$ cat config.mk
export PLATFORM = sky130hd
export DESIGN_NAME = conteo_vecinos
export DESIGN_NICKNAME = d
export VERILOG_FILES = /design/src/rtl/conteo_vecinos.sv
export SDC_FILE = /design/constraint.sdc
export NUM_CORES = 1
export LEC_CHECK = 0
export ABC_AREA = 1
export CAP_MARGIN = 10
export CORE_MARGIN = 4
export CORE_UTILIZATION = 30
export CTS_CLUSTER_SIZE = 28
export DETAILED_ROUTE_END_ITERATION = 6
export PLACE_DENSITY_LB_ADDON = 0.25
export SYNTH_ARGS = -nofsm -noshare
export SYNTH_HDL_FRONTEND = slang
export SYNTH_SLANG_ARGS = --single-unit
$ cat constraint.sdc
create_clock -name clk -period 12.8 [get_ports clk]
set_input_delay 3.2 -clock clk [delete_from_list [all_inputs] [get_ports clk]]
set_output_delay 3.2 -clock clk [all_outputs]
set_load 0.05 [all_outputs]
$ cat src/rtl/conteo_vecinos.sv
// ---------------------------------------------------------------------------
// conteo_vecinos
//   Takes a snapshot of an 8x8 mine map and scans it one cell per clock,
//   storing how many of each cell's 8 surrounding cells hold a mine in a
//   64x4 count memory. The total number of mines is accumulated during the
//   scan. Results can be read back through a registered read port.
//
//   Optional feature macro: VECINOS_TOROIDAL_EN
//     defined   -> neighbour coordinates wrap around the board (torus)
//     undefined -> neighbours outside the board count as empty
//
// Ports
//   clk          rising-edge clock
//   rst_n        asynchronous active-low reset
//   matriz       mine map, matriz[f][c] = 1 means mine at row f, column c
//   inicio       scan request, accepted only while idle
//   ocupado      high while a scan is in progress (BARRIDO or FIN)
//   listo        one-cycle pulse when the scan completes
//   rd_fila/col  read address (row / column)
//   rd_conteo    neighbour count at the read address (1-cycle latency)
//   rd_mina      snapshot mine bit at the read address (1-cycle latency)
//   total_minas  mine total of the last scan
// ---------------------------------------------------------------------------
module conteo_vecinos #(
    parameter int DIM = 8
) (
    input  logic                      clk,
    input  logic                      rst_n,
    input  logic [DIM-1:0][DIM-1:0]   matriz,
    input  logic                      inicio,
    output logic                      ocupado,
    output logic                      listo,
    input  logic [2:0]                rd_fila,
    input  logic [2:0]                rd_col,
    output logic [3:0]                rd_conteo,
    output logic                      rd_mina,
    output logic [6:0]                total_minas
);

    localparam int CELDAS = DIM * DIM;

    typedef enum logic [1:0] {
        IDLE    = 2'd0,
        BARRIDO = 2'd1,
        FIN     = 2'd2
    } estado_t;

    estado_t                  r_estado;
    estado_t                  w_estado_sig;

    logic [DIM-1:0][DIM-1:0]  r_snap;
    logic [5:0]               r_idx;
    logic [6:0]               r_total;
    logic [3:0]               r_mem [CELDAS];
    logic [3:0]               r_rd_conteo;
    logic                     r_rd_mina;

    logic [2:0]               w_fila;
    logic [2:0]               w_col;
    logic [3:0]               w_conteo;
    logic                     w_arranque;

    // Sum of the 8 surrounding snapshot bits. The 3-bit cast of the
    // neighbour coordinate maps -1 to 7 and 8 to 0, which is exactly the
    // wrap-around needed for the toroidal board.
    function automatic logic [3:0] contar_vecinos(
        input logic [DIM-1:0][DIM-1:0] snap,
        input logic [2:0]              fila,
        input logic [2:0]              col
    );
        logic [3:0] suma;
        int         nf;
        int         nc;
        suma = '0;
        for (int df = -1; df <= 1; df++) begin
            for (int dc = -1; dc <= 1; dc++) begin
                if (df != 0 || dc != 0) begin
                    nf = int'(fila) + df;
                    nc = int'(col) + dc;
`ifdef VECINOS_TOROIDAL_EN
                    suma = suma + 4'(snap[3'(nf)][3'(nc)]);
`else
                    if (nf >= 0 && nf < DIM && nc >= 0 && nc < DIM) begin
                        suma = suma + 4'(snap[3'(nf)][3'(nc)]);
                    end
`endif
                end
            end
        end
        return suma;
    endfunction

    assign w_fila     = r_idx[5:3];
    assign w_col      = r_idx[2:0];
    assign w_conteo   = contar_vecinos(r_snap, w_fila, w_col);
    assign w_arranque = (r_estado == IDLE) && inicio;

    assign rd_conteo   = r_rd_conteo;
    assign rd_mina     = r_rd_mina;
    assign total_minas = r_total;

    // State register
    always_ff @(posedge clk or negedge rst_n) begin
        if (!rst_n) begin
            r_estado <= IDLE;
        end else begin
            r_estado <= w_estado_sig;
        end
    end

    // Next state and Moore outputs
    always_comb begin
        w_estado_sig = r_estado;
        ocupado      = 1'b0;
        listo        = 1'b0;
        case (r_estado)
            IDLE: begin
                if (inicio) begin
                    w_estado_sig = BARRIDO;
                end
            end
            BARRIDO: begin
                ocupado = 1'b1;
                if (r_idx == 6'd63) begin
                    w_estado_sig = FIN;
                end
            end
            FIN: begin
                ocupado      = 1'b1;
                listo        = 1'b1;
                w_estado_sig = IDLE;
            end
            default: begin
                w_estado_sig = IDLE;
            end
        endcase
    end

    // Snapshot, scan datapath, count memory and registered read port
    always_ff @(posedge clk or negedge rst_n) begin
        if (!rst_n) begin
            r_snap      <= '0;
            r_idx       <= '0;
            r_total     <= '0;
            r_rd_conteo <= '0;
            r_rd_mina   <= 1'b0;
            for (int i = 0; i < CELDAS; i++) begin
                r_mem[i] <= '0;
            end
        end else begin
            if (w_arranque) begin
                r_snap  <= matriz;
                r_idx   <= '0;
                r_total <= '0;
            end else if (r_estado == BARRIDO) begin
                r_mem[r_idx] <= w_conteo;
                r_total      <= r_total + 7'(r_snap[w_fila][w_col]);
                r_idx        <= r_idx + 6'd1;
            end
            // Read sees the memory before this edge's write (old or new
            // value depending on scan progress).
            r_rd_conteo <= r_mem[{rd_fila, rd_col}];
            r_rd_mina   <= r_snap[rd_fila][rd_col];
        end
    end

endmodule
# [Word-level counts from Yosys, hierarchy flattened]
# Cells that the tools add are included.
[totals] inputBits=73 ff_bits=340 wordCells=212 out_inout_bits=14
[op_classes] n_addsub=13 n_lt_le_gt_ge=25 bitwise=3 n_reduce_logical=26 n_eq_ne=5 muxes=63
[ops] cell="bitwise mux 256 bit" count=1
[ops] cell="binary-select mux 8 bit (select 3 bit)" count=4
[ops] cell="two-way mux 8 bit" count=8
[ops] cell="two-way mux 4 bit" count=10
[ops] cell="binary-select mux 1 bit (select 3 bit)" count=10
[ops] cell="less-than comparator 3 x 5 -> 1 bit (second input constant)" count=6
[ops] cell="adder 4 x 1 -> 4 bit" count=7
[ops] cell="binary-select mux 4 bit (select 6 bit)" count=1
[ops] cell="demux 4 bit (select 6 bit)" count=1
[ops] cell="less-than comparator 3 x 4 -> 1 bit (second input constant)" count=6
[ops] cell="logical AND 1 bit" count=21
[ops] cell="two-way mux 1 bit" count=21
[ops] cell=">= comparator 7 bit (second input constant)" count=2
[ops] cell="two-way mux 7 bit" count=2
[ops] cell="NOT 6 -> 7 bit" count=2
[ops] cell="two-way mux 6 bit" count=2
[ops] cell="adder 4 x 1 -> 5 bit (second input constant)" count=2
[ops] cell=">= comparator 5 x 1 -> 1 bit (second input constant)" count=2
[ops] cell="less-than comparator 5 bit (second input constant)" count=2
[ops] cell="adder 3 x 1 -> 4 bit (second input constant)" count=2
[ops] cell=">= comparator 4 x 1 -> 1 bit (second input constant)" count=2
[ops] cell="less-than comparator 4 bit (second input constant)" count=2
[ops] cell="adder 7 x 1 -> 7 bit" count=1
[ops] cell="less-than comparator 7 x 1 -> 1 bit (second input constant)" count=1
[ops] cell="other kinds (13)" count=17

# [Logic depth before layout (Yosys ltp)]
[logic_depth] depth_word=23 mapped_depth=43 mapped_depth_nobuf=39

# [Least setup slack after synthesis]
# Ideal clock, no wire load.
[synth_path] path_type="register to register" start="register r_idx[3]" end="register r_mem[13] (netlist bit)" required_time_ns=12.671 path_stages_with_launch=41 setup_time_ns=0.129 slack_ns=6.573 n_path_buf=4 synth_period_minus_slack_ns=6.227 t_arrival_ns=6.098 path_cell_list="dfrtp_1 > buf_2 > inv_2 > buf_2 > ha_1 > ha_1 > clkbuf_1 > inv_1 > o21ai_0 > o22ai_1 > o21ai_0 > o21ai_0 > o21ai_0 > nor3b_1 > ha_1 > inv_1 > nor2_2 > ha_1 > [... 5 more ...] > ha_1 > nand2_1 > nand2_4 > ha_1 > nand2_1 > nand2_2 > ha_1 > nand2_1 > nand2_1 > ha_1 > nand2_1 > o21ai_1 > ha_1 > or2_2 > o21a_2 > inv_1 > buf_2 > o21ai_0"
[synth_via] elab_chain_len=23 elab_cells_between_ends=82 classes_between="add/sub (9); order compare (8); mux (44); bitwise (1); reduce/logical (20)"
[synth_rtl] element="start, declared" line_no="52" rtl="logic [5:0] r_idx;"
[synth_rtl] element="start signal, assigned" line_no="158" rtl="r_idx <= r_idx + 6'd1;"
[synth_rtl] element="adder 4 x 1 -> 5 bit" line_no="78" rtl="nf = int'(fila) + df;"
[synth_rtl] element="binary-select mux 8 bit (select 3 bit)" line_no="84" rtl="suma = suma + 4'(snap[3'(nf)][3'(nc)]);"
[synth_rtl] element="two-way mux 8 bit (not written as such) (2 in series)" line_no="84"
[synth_rtl] element="binary-select mux 1 bit (select 3 bit)" line_no="84"
[synth_rtl] element="two-way mux 1 bit (not written as such) (2 in series)" line_no="84"
[synth_rtl] element="two-way mux 1 bit" line_no="83" rtl="if (nf >= 0 && nf < DIM && nc >= 0 && nc < DIM) begin"
[synth_rtl] element="adder 4 x 1 -> 4 bit" line_no="84"
[synth_rtl] element="two-way mux 4 bit" line_no="83"
[synth_rtl] element="[... 5 more ...]"
[synth_rtl] element="two-way mux 4 bit" line_no="83"
[synth_rtl] element="adder 4 x 1 -> 4 bit" line_no="84"
[synth_rtl] element="two-way mux 4 bit" line_no="83"
[synth_rtl] element="adder 4 x 1 -> 4 bit" line_no="84"
[synth_rtl] element="two-way mux 4 bit" line_no="83"
[synth_rtl] element="adder 4 x 1 -> 4 bit" line_no="84"
[synth_rtl] element="two-way mux 4 bit" line_no="83"
[synth_rtl] element="bitwise mux 256 bit (*)" line_no="156" rtl="r_mem[r_idx] <= w_conteo;"
[synth_rtl] element="end signal, assigned by index" line_no="156"
[synth_rtl] element="end, declared" line_no="54" rtl="logic [3:0] r_mem [CELDAS];"
# Mark *: on every way between the ends. The rest lies on a longest branch, timed or not. The select of a mux whose other input is x is not followed.
# A chain may end at the register's enable or synchronous reset.

# [Worst setup path after layout]
[layout_path] start="register r_idx[3]" end="register r_mem[221] (netlist bit)"
# The elaborated chain is that of the path after synthesis.

==> results.txt <==
The number of design-rule violations left by the first detailed-router iteration came out at 1615. In the global route stage, overall resource usage came out at 0.187. The data required time at the worst endpoint is 13220 ps. The worst hold path belongs to the class flip-flop to flip-flop. The remaining number of nets flagged by the antenna check after routing came out at 0. The post-cts sizing count is 0. On the critical path, the stage with the largest delay is an instance of ha_1.

The CTS tree is yes. The total net switching power is 2.97 mW. After legalization and detailed placement, the total HPWL measured 40.8 mm. The cell count after synthesis came out at 2457. The post-synthesis cell type count came out at 45.

Setup repair after global routing left no endpoint under its margin. Buffers placed on the I/O ports in this run total 86. The number of detailed-route iterations in the first pass came out at 6. The final weighted congestion in routability-driven placement is 0.920. The total power per unit cell area came out at 264 mW/mm2. Once layout is done, the placed cells without fillers occupy 0.0209 mm2. The critical path is of the flip-flop to flip-flop type. The die height came out at 255 um.

The timing-limited maximum frequency is 0.108 GHz. The share of async-settable or async-resettable flops after synthesis is 1.00. Clock tree synthesis inserted a total of 39 buffers. The mapped netlist covers 0.0183 mm2.

The clock slew at the register clock pins of the worst setup and hold paths came out at 60 ps. Among all flip-flop cells after synthesis, the most frequent one is dfrtp_1. By instance count, the cell type seen most on the critical path is ha_1.

The total inserted antenna cells came out at 0. The H-tree was split into 2 levels. The clock reaches the later pin of the worst-skew pair after 570 ps.

The type of element capturing the critical path is a flip-flop. Dividing the detail-routed wire length by the instance count gives 18.8 um. The first-pass GRT wire length is 95.8 mm. The sequential cell area fraction in the yosys report came out at 0.465. The placement row count came out at 90. After global routing the overflow that remains totals 0. For the final database, setup skew stands at 22.1 ps. The fraction of layout cells with a size suffix above 1 is 0.0514. Ranked by total cell area, the synthesized netlist is headed by dfrtp_1, nand2_1, o21ai_0. The clock sink count is 340.

The total via count after detailed routing is 17000. Of all nets on the critical path, the largest fanout is 62. The flip-flop and latch count after synthesis came out at 340. The peak supply drop came out at 0.000673 V.

The number of synthesis warnings came out at 0. The final layout net count is 2563. The number of buffers between clock root and the deepest sink came out at 3. The internal cell power came out at 2.56 mW.

In the routed layout, each cell is associated on average with a via count of 5.20. The final critical path time including I/O delays and setup came out at 9260 ps. The initial antenna violation count is 1. The placeable core region is 0.0604 mm2. The analysis attributes to cell leakage a power of 9.32 nW. The fraction of power consumed by sequential logic is 0.251. The number of inserted filler cells in the final layout is 6466. Summed over all instances, the cell type with the most area after synthesis is dfrtp_1.

The final number of max-transition violations is 0. The full die area is 0.0650 mm2. The clock share of power is 0.205. The floorplan die width came out at 255 um. The final layout contains routed wiring with a total length of 61.4 mm. The initial core utilization is 0.303. The number of global-route vias before repair is 16600.

Hold is met by 466 ps. For the worst setup path, the data arrival time is 9670 ps. The total nets after synthesis is 2556. The number of buffers and inverters on the critical path came out at 8. The buffer count from post-CTS setup fixing is 0.

The final hold violation count is 0. At the end of the flow the core is filled with cells to 0.347. The share of synthesized area in the top cell type comes to 0.465.

The biggest cell delay along the critical path came out at 980 ps. Of the total power, the share spent switching nets is 0.538. The count of hold-fix buffers inserted at cts is 0.

The placed instances occupy a cell area of 0.0197 mm2. A synthesized cell averages 7.45 um2. Of the total power, combinational logic draws 0.544. The DRC violations left is 0. The flow ran to the end, and the final reports show no timing, DRC or antenna violations. The kind of cell with the highest combined delay along the critical path is adder cells. The setup TNS came out at 0 ps. Dividing the final minimum period by the clock period gives 0.723. The setup-violating endpoint count in the final report is 0. The maximum number of pins on one net before global-route repair is 156. The pin slew with the least headroom to its limit is 1080 ps.

The number of enable flip-flop cells after synthesis is 0. Pin placement for this block handled 87 I/O pins. The tightest slew margin relative to the limit came out at 0.279. The root buffer cell chosen for the clock tree is clkbuf_16. Across the run, the number of max-cap violations was 0. The relative area change from synthesis to final layout came out at 14.4%. The worst setup path is launched from a flip-flop.
==> stage by stage <==
stage	worst slack, ps	power, mW	instances
floorplan	6570	3.54	2457
global placement	3780	4.40	3205
detailed placement	3610	4.42	3205
CTS	3590	5.58	3274
global route	2790	5.92	3274
finish	3540	5.53	3274
==> cell families (layout without fill, tap and decap cells) <==
group                    count (synthesis)  after routing  synth area share
AND/OR/NAND/NOR                       1090           1090             0.238
AO/OA/AOI/OAI                          683            683             0.203
flip-flops                             340            340             0.465
XOR/XNOR                                 2              2           0.00198
adder cells (fa/ha/maj)                 26             26            0.0178
buffers and inverters                  310            345            0.0706
multiplexers                             6              6           0.00328
==> state kept, by name, summed over array words and instances (netlist names) <==
signal,count
r_idx,6
r_mem,256
total_minas,7
rd_mina,1
r_snap,64
rd_conteo,4
r_estado,2
==> power groups by stage <==
stage	sequential [mW]	clock, mW	combinational (mW)
after floorplan	1.36	0	2.18
after global placement	1.40	0	3.00
after detailed placement	1.40	0	3.02
after CTS	1.39	1.16	3.03
after global routing	1.41	1.21	3.31
final	1.39	1.14	3.01
==> synth_stat cells, types with 2 or more instances <==
cell type	n
nor2_4	2
a211oi_1	7
or2_2	7
nand4_1	7
clkbuf_1	101
nor3_1	18
o221ai_1	15
inv_1	167
nand2_2	11
o211ai_1	5
o22ai_1	99
nand3_1	44
o2111ai_1	5
a31oi_1	3
buf_4	2
nand2_4	4
ha_1	26
nand2_1	676
o311ai_0	2
buf_6	13
buf_1	5
mux2i_1	6
inv_2	3
o21ai_1	82
o22a_1	6
o21ai_0	418
nand3b_1	2
nor2_1	305
nand3_2	7
a21oi_1	34
buf_2	19
dfrtp_1	340
nor2_2	4
==> worst paths after layout <==
check                                from             end  slack (ps)  cells past startpoint
setup / recovery                 r_idx[3]      r_mem[221]        3540                     37
hold / removal             total_minas[6]  total_minas[6]         470                      1
setup reg to reg                 r_idx[3]      r_mem[221]        3540                     37
hold reg to reg            total_minas[6]  total_minas[6]         470                      1
max in group asynchronous           rst_n      r_mem[135]        8560                      2
min in group asynchronous           rst_n      r_mem[120]        2720                      1
==> worst register-to-register path: cells and delay by family (launching register included) <==
family,cells,cell delay [ps]
adder cells (fa/ha/maj),9,3240
buffers and inverters,8,2550
flip-flops,1,340
AND/OR/NAND/NOR,12,1440
AO/OA/AOI/OAI,8,1570
==> cell usage in the layout, fill, tap and decap left out, types with 3 or more instances in the layout <==
master,netlist,final
o22ai_1,99,99
o21ai_0,418,418
nor3_1,18,18
nand2_4,4,4
o2111ai_1,5,5
clkbuf_1,101,13
inv_1,167,165
o211ai_1,5,5
clkbuf_16,0,39
nand2_2,11,12
mux2i_1,6,6
a211oi_1,7,7
clkdlybuf4s50_1,0,83
buf_4,2,20
dfrtp_1,340,339
nand4_1,7,7
o221ai_1,15,15
nand2_1,676,675
o21ai_1,82,82
ha_1,26,26
nand3_2,7,7
clkbuf_8,0,11
nand3_1,44,44
a31oi_1,3,3
o22a_1,6,6
a21oi_1,34,34
nor2_2,4,4
nor2_1,305,305
or2_2,7,7
inv_2,3,4
==> layer usage <==
metal,vias to the layer above,track usage,part of all wire
met1,8256,0.258,0.45
met3,101,0.0252,0.056
met5,-,0,0
li1,8134,-,-
met4,0,0.0594,0.030
met2,531,0.306,0.46
==> final cells by class <==
cell class | instances | area, um2 | area share
Clock inverter | 6 | 103 | 0.00490
Inverter | 170 | 639 | 0.0305
Multi-Input combinational cell | 1807 | 8500 | 0.406
Tap cell | 782 | 978 | 0.0468
Timing Repair Buffer | 106 | 1020 | 0.0488
Sequential cell | 340 | 8510 | 0.407
Clock buffer | 63 | 1180 | 0.0562
No activity file was read; power rests on OpenSTA's default activity.
